<file path="config.mk">
export PLATFORM = sky130hd
export DESIGN_NAME = dest_reg_pipe_flat
export DESIGN_NICKNAME = d
export VERILOG_FILES = /design/src/rtl/dest_reg_pipe_if.sv /design/src/rtl/dest_reg_pipe.sv /design/src/flat_wrapper.sv
export SDC_FILE = /design/constraint.sdc
export NUM_CORES = 1
export LEC_CHECK = 0
export CORE_ASPECT_RATIO = 0.5
export CORE_MARGIN = 4
export CORE_UTILIZATION = 25
export CTS_BUF_LIST = sky130_fd_sc_hd__clkbuf_4 sky130_fd_sc_hd__clkbuf_8
export DETAILED_ROUTE_END_ITERATION = 10
export PLACE_DENSITY = 0.6
export SYNTH_ARGS = -nofsm -noshare
export SYNTH_HDL_FRONTEND = slang
export SYNTH_SLANG_ARGS = --single-unit
</file>
<file path="constraint.sdc">
create_clock -name clk -period 1.2 [get_ports clk]
set_input_delay 0.18 -clock clk [delete_from_list [all_inputs] [get_ports clk]]
set_output_delay 0.18 -clock clk [all_outputs]
set_load 0.005 [all_outputs]
</file>
<file path="src/rtl/dest_reg_pipe_if.sv">
// Bundle between ID decode and the destination-register tracking pipeline.
// The master drives the decode slot; the slave returns per-stage tags and forwarding hits.
interface dest_reg_pipe_if #(
  parameter int ADDR_W  = 5,
  parameter int NUM_SRC = 3,
  parameter int SEL_W   = 2,
  parameter int DEPTH   = 3
);
  logic                      stall;
  logic                      flush;
  logic                      in_valid;
  logic                      reg_write;
  logic [NUM_SRC*ADDR_W-1:0] src_addr;
  logic [SEL_W-1:0]          sel;
  logic [ADDR_W-1:0]         rs_addr;
  logic [ADDR_W-1:0]         rt_addr;
  logic [DEPTH*ADDR_W-1:0]   stage_addr;
  logic [DEPTH-1:0]          stage_we;
  logic [ADDR_W-1:0]         wb_addr;
  logic                      wb_we;
  logic [DEPTH-1:0]          fwd_rs;
  logic [DEPTH-1:0]          fwd_rt;
  logic                      sel_err;

  modport master (
    output stall, flush, in_valid, reg_write, src_addr, sel, rs_addr, rt_addr,
    input  stage_addr, stage_we, wb_addr, wb_we, fwd_rs, fwd_rt, sel_err
  );

  modport slave (
    input  stall, flush, in_valid, reg_write, src_addr, sel, rs_addr, rt_addr,
    output stage_addr, stage_we, wb_addr, wb_we, fwd_rs, fwd_rt, sel_err
  );
endinterface

</file>
<file path="src/rtl/dest_reg_pipe.sv">
// Destination-register select and DEPTH-stage tag pipeline with stall/flush handling
// and youngest-wins forwarding hit detection for two source operands.
module dest_reg_pipe #(
  parameter int ADDR_W  = 5,
  parameter int NUM_SRC = 3,
  parameter int SEL_W   = 2,
  parameter int DEPTH   = 3
) (
  input logic            clk,
  input logic            reset_n,
  dest_reg_pipe_if.slave bus
);

  logic [ADDR_W-1:0] addr_q [DEPTH];
  logic [ADDR_W-1:0] addr_d [DEPTH];
  logic [DEPTH-1:0]  we_q;
  logic [DEPTH-1:0]  we_d;
  logic              err_q;
  logic              err_d;

  logic [ADDR_W-1:0] cand;
  logic              sel_bad;
  logic              we_new;

  // Out-of-range selects match no candidate, so cand falls back to 0.
  always_comb begin
    cand = '0;
    for (int i = 0; i < NUM_SRC; i++) begin
      if (bus.sel == SEL_W'(i)) cand = bus.src_addr[i*ADDR_W +: ADDR_W];
    end
  end

  assign sel_bad = ({1'b0, bus.sel} >= (SEL_W+1)'(NUM_SRC));
  assign we_new  = bus.in_valid & bus.reg_write & ~sel_bad & (cand != '0);

  always_comb begin
    addr_d = addr_q;
    we_d   = we_q;
    err_d  = err_q;
    if (bus.flush) begin
      addr_d[0] = '0;
      we_d[0]   = 1'b0;
    end else if (!bus.stall) begin
      addr_d[0] = cand;
      we_d[0]   = we_new;
      err_d     = sel_bad & bus.in_valid;
    end
    // Only stage 1 sees the stall bubble; on flush it still drains the old stage 0.
    for (int k = 1; k < DEPTH; k++) begin
      if (k == 1 && bus.stall && !bus.flush) begin
        addr_d[k] = '0;
        we_d[k]   = 1'b0;
      end else begin
        addr_d[k] = addr_q[k-1];
        we_d[k]   = we_q[k-1];
      end
    end
  end

  always_ff @(posedge clk or negedge reset_n) begin
    if (!reset_n) begin
      addr_q <= '{default: '0};
      we_q   <= '0;
      err_q  <= 1'b0;
    end else begin
      addr_q <= addr_d;
      we_q   <= we_d;
      err_q  <= err_d;
    end
  end

  always_comb begin
    bus.stage_addr = '0;
    for (int k = 0; k < DEPTH; k++) begin
      bus.stage_addr[k*ADDR_W +: ADDR_W] = addr_q[k];
    end
  end

  assign bus.stage_we = we_q;
  assign bus.wb_addr  = addr_q[DEPTH-1];
  assign bus.wb_we    = we_q[DEPTH-1];
  assign bus.sel_err  = err_q;

  // Scan oldest to youngest so the youngest matching stage overwrites the result.
  always_comb begin
    bus.fwd_rs = '0;
    bus.fwd_rt = '0;
    for (int k = DEPTH - 1; k >= 0; k--) begin
      if (we_q[k] && addr_q[k] == bus.rs_addr && bus.rs_addr != '0) begin
        bus.fwd_rs    = '0;
        bus.fwd_rs[k] = 1'b1;
      end
      if (we_q[k] && addr_q[k] == bus.rt_addr && bus.rt_addr != '0) begin
        bus.fwd_rt    = '0;
        bus.fwd_rt[k] = 1'b1;
      end
    end
  end

endmodule
</file>
<file path="src/flat_wrapper.sv">
// flat-port wrapper written by rule: the top's interface ports become plain ports
module dest_reg_pipe_flat 
#(
  parameter int ADDR_W  = 5,
  parameter int NUM_SRC = 3,
  parameter int SEL_W   = 2,
  parameter int DEPTH   = 3
)
  (clk, reset_n, bus_stall, bus_flush, bus_in_valid, bus_reg_write, bus_src_addr, bus_sel, bus_rs_addr, bus_rt_addr, bus_stage_addr, bus_stage_we, bus_wb_addr, bus_wb_we, bus_fwd_rs, bus_fwd_rt, bus_sel_err);
  dest_reg_pipe_if #(.ADDR_W(ADDR_W), .NUM_SRC(NUM_SRC), .SEL_W(SEL_W), .DEPTH(DEPTH)) bus_i ();
  input logic clk;
  input logic reset_n;
  input wire logic [$bits(bus_i.stall)-1:0] bus_stall;
  input wire logic [$bits(bus_i.flush)-1:0] bus_flush;
  input wire logic [$bits(bus_i.in_valid)-1:0] bus_in_valid;
  input wire logic [$bits(bus_i.reg_write)-1:0] bus_reg_write;
  input wire logic [$bits(bus_i.src_addr)-1:0] bus_src_addr;
  input wire logic [$bits(bus_i.sel)-1:0] bus_sel;
  input wire logic [$bits(bus_i.rs_addr)-1:0] bus_rs_addr;
  input wire logic [$bits(bus_i.rt_addr)-1:0] bus_rt_addr;
  output wire logic [$bits(bus_i.stage_addr)-1:0] bus_stage_addr;
  output wire logic [$bits(bus_i.stage_we)-1:0] bus_stage_we;
  output wire logic [$bits(bus_i.wb_addr)-1:0] bus_wb_addr;
  output wire logic [$bits(bus_i.wb_we)-1:0] bus_wb_we;
  output wire logic [$bits(bus_i.fwd_rs)-1:0] bus_fwd_rs;
  output wire logic [$bits(bus_i.fwd_rt)-1:0] bus_fwd_rt;
  output wire logic [$bits(bus_i.sel_err)-1:0] bus_sel_err;
  assign bus_i.stall = bus_stall;
  assign bus_i.flush = bus_flush;
  assign bus_i.in_valid = bus_in_valid;
  assign bus_i.reg_write = bus_reg_write;
  assign bus_i.src_addr = bus_src_addr;
  assign bus_i.sel = bus_sel;
  assign bus_i.rs_addr = bus_rs_addr;
  assign bus_i.rt_addr = bus_rt_addr;
  assign bus_stage_addr = bus_i.stage_addr;
  assign bus_stage_we = bus_i.stage_we;
  assign bus_wb_addr = bus_i.wb_addr;
  assign bus_wb_we = bus_i.wb_we;
  assign bus_fwd_rs = bus_i.fwd_rs;
  assign bus_fwd_rt = bus_i.fwd_rt;
  assign bus_sel_err = bus_i.sel_err;
  dest_reg_pipe #(.ADDR_W(ADDR_W), .NUM_SRC(NUM_SRC), .SEL_W(SEL_W), .DEPTH(DEPTH)) u_core (.clk(clk), .reset_n(reset_n), .bus(bus_i));
endmodule
</file>
==> run summary <==
The transition at the pin with the smallest max-transition slack came out at 294 ps. After legalization and detailed placement, the total HPWL measured 3230 um. The length in cells of the worst reg-to-reg path came out at 5.

The die span in y came out at 58.3 um. The maximum number of pins on one net before global-route repair is 20. The area growth from synthesis to layout is 99.5%.

STA classifies the critical path endpoint as a primary output. For the final database, setup skew stands at 2.01 ps. The signal on the critical path passes through dlygate4sd2_1 > or4_4 > nor2_4 > nor4_4 > buf_4 > buf_6 > nor3_2 > buf_2. Minimum clock period: 1900 ps.

The number of DRC markers in iteration 0 was 26; the post-synthesis instance area was 1260 um2. The logs give 0 for the final-report max-slew violation count and 3 for the clock buffer count from CTS. In this run the worst hold path is classified as in -> async. The sequential cell fraction of total power was 0.403; the total power draw was 1.78 mW.

The clock insertion delay at the later pin of the skew report came out at 260 ps. The run gives 1421 as the number of global-route vias before repair. The worst setup path is launched from a primary input.

The global router's overall resource usage is 0.137. The count of endpoints failing hold in the final timing report is 0. The number of synthesized register bits is 19. TritonCTS built the clock tree.

The fraction of post-synthesis cell area in the top cell type by area was 0.377. The biggest area contributor in the post-synthesis netlist is dfrtp_1. The tools report the core occupancy in the finished layout as 0.543. The logs give 0 for the total congestion overflow and 6320 um2 for the area of the die.

Dividing the detail-routed via count by the number of cells gives 4.33. The run gives 0.272 as the initial cell density of the core. The total clock sinks is 19, and the switching fraction of total power is 0.283. The total number of cells along the worst setup path is 8. The cell family contributing the most delay on the critical path is simple AND/OR/NAND/NOR gates. Number of antenna violations at the first check in global routing: 0. The flow ran to the end, but the final reports show violations. The floorplan step set the die width to 108 um.

The share of the cycle needed by the critical path after routing is 1.58. The number of nets in the synthesized netlist is 155. After filler insertion, the fill cell instance count of the layout stands at 414.

Row generation in the floorplan step produced 17 rows. The wire length per cell after detailed routing was 14.4 um; the area of the placeable core was 4640 um2. The data arrival time at the worst-slack endpoint was 1720 ps.

For this design the top-level I/O count stands at 64. In this run the deepest clock path goes through 2 buffers. The checks that failed: negative setup slack.

Summing over every cut layer, the via total after detailed routing is 1283. Number of endpoints failing setup at the final stage: 14. The largest driver fanout on the critical path works out to 3. Setup repair after global routing could not meet its margin everywhere. Timing would allow up to 0.527 GHz.

Clock edge transition at the registers on the reported setup and hold paths: 70 ps. The clock share of power is 0.264. The remaining antenna violation count after routing is 0, and the filler-free cell count of the finished design is 296.

The number of nets in the layout was 264. The tree is rooted in a clkbuf_8. The largest voltage drop on the vdd net came out at 0.398 mV. The cell count after synthesis is 122. The tools report the level count of the clock H-tree as 1.

Kind of critical path: in -> out. At the worst endpoint, the required time is 1020 ps. The DRC violations left is 0, and the delay of the slowest critical-path stage is 540 ps. For the final wirelength, the log shows 4250 um. The relative slew slack was 0.802; the leakage power total was 1.20 nW.

The run gives 26 as the count of different cell masters after synthesis. Hold repair after CTS inserted 0 buffers. For this design the ratio of total power to cell area is 706 nW/um2. Power share of the combinational group: 0.334. The count of buffers added on input and output ports is 63. The first-pass GRT wire length was 6880 um. Share of final-layout standard cells stronger than drive strength 1: 0.496. In this run, placement finished with an instance count of 278. The share of the yosys chip area belonging to registers is 0.377, and the final critical-path setup slack is -699 ps.

Among all stages on the critical path, the largest delay is contributed by or4_4. The first TritonRoute pass finished after 4 iterations. At the end of routability-driven placement, the weighted congestion stood at 0.815. Cell internal power was estimated by the tool at 1.27 mW.

For this design the total switching power over the nets is 503 uW. Across the run, the number of max-cap violations was 0. The tools report the number of diodes added for antenna fixing as 0. By area the synthesized netlist is led by dfrtp_1 38%, xnor2_1 12%, xor2_1 8.3%. During synthesis, Yosys emitted a total of 0 warnings.

The number of buffers and inverters on the critical path works out to 4. A synthesized cell averages 10.3 um2.
==> final cells by class <==
class                   count  area, um2  share of cell area
repair buffers            119       1110               0.440
multi-input cells          88        800               0.317
flip-flops and latches     19        480               0.191
well taps                  66       82.6              0.0328
clock buffers               3       41.3              0.0164
clock inverters             1       7.51             0.00298
==> cell usage in the layout, fill, tap and decap left out, types with 6 or more instances in the layout <==
master,n
and2_1,6
buf_2,7
buf_4,29
nand4_1,6
mux2i_1,10
dlygate4sd2_1,9
clkdlybuf4s50_1,22
xor2_1,12
buf_6,44
dfrtp_1,15
xnor2_1,16
==> cells in the mapped netlist <==
cell type  count
dfrtp_1       19
xnor2_1       18
buf_4         12
xor2_1        12
mux2i_1       10
and2_1         6
nand4_1        6
nor2_1         5
o2bb2ai_1      5
nor2b_1        4
or4_1          4
a21oi_1        2
clkbuf_1       2
nor2_2         2
nor3_2         2
nor4_1         2
nor4_2         2
a2111oi_0      1
a211oi_1       1
buf_2          1
nand2_1        1
nand2b_1       1
nand3_1        1
nor3_1         1
o21ai_0        1
o31ai_1        1
==> per-stage QoR <==
stage	TNS, ps	setup WS [ps]	hold WS, ps	area, um2
3_3_place_gp	-9120	-1130	494	2200
5_1_grt	-5150	-778	282	2520
2_1_floorplan	-456	-173	-116	1270
3_5_place_dp	-9350	-1130	492	2200
6_report	-4230	-699	243	2520
4_1_cts	-5700	-774	248	2460
==> worst register-to-register path, delay by kind of cell (launching register included) <==
kind	cells	cell delay (ps)
DFF	1	420
AOI/OAI and AO/OA	2	240
buffers and inverters	3	360
==> timing repair <==
action | CTS | global route
pin swaps | 15 | 10
buffers inserted | 18 | 8
setup endpoints to repair | 36 | 26
resized for setup | 144 | 46
==> power by group through the flow <==
stage | logic, mW | registers (mW) | clock network, mW
after floorplan | 0.184 | 0.721 | 0
after global routing | 0.640 | 0.720 | 0.505
after detailed placement | 0.520 | 0.722 | 0
final | 0.593 | 0.715 | 0.469
after global placement | 0.512 | 0.723 | 0
after CTS | 0.566 | 0.713 | 0.484
==> state kept, by name (all words and copies together), names as in the netlist <==
signal	flops
u_core.bus.wb_addr	5
u_core.bus.stage_we	3
u_core.bus.sel_err	1
u_core.bus.stage_addr	10
==> path summary, 6_finish.rpt <==
| kind | to | startpoint | slack, ps |
|---|---|---|---|
| setup / recovery | bus_fwd_rs[2] | bus_rs_addr[2] | -700 |
| hold / removal | u_core.bus.stage_addr[9] | reset_n | 240 |
| setup reg to reg | u_core.bus.stage_we[0] | u_core.bus.stage_we[0] | 60 |
| hold reg to reg | u_core.bus.sel_err | u_core.bus.sel_err | 500 |
| max in group asynchronous | u_core.bus.stage_addr[1] | reset_n | 730 |
| min in group clk | u_core.bus.sel_err | bus_sel[0] | 390 |
==> layer usage <==
| metal | GRT usage | wire length [um] | vias to the layer above |
|---|---|---|---|
| li1 | - | - | 632 |
| met1 | 0.173 | 1870 | 614 |
| met2 | 0.241 | 2170 | 33 |
| met3 | 0.0267 | 163 | 4 |
| met4 | 0.0378 | 42 | 0 |
| met5 | 0 | 0 | - |
==> cell families (layout without fill, tap and decap cells) <==
| family | Yosys count | count (layout) | share of synthesized area |
|---|---|---|---|
| DFF | 19 | 19 | 0.377 |
| buffers and inverters | 15 | 123 | 0.0813 |
| and+or+nand+nor | 37 | 37 | 0.189 |
| xor gates and xnor gates | 30 | 30 | 0.208 |
| muxes | 10 | 10 | 0.0793 |
| AOI/OAI and AO/OA | 11 | 11 | 0.0654 |
Note: power is estimated with default switching activity, not from simulation.
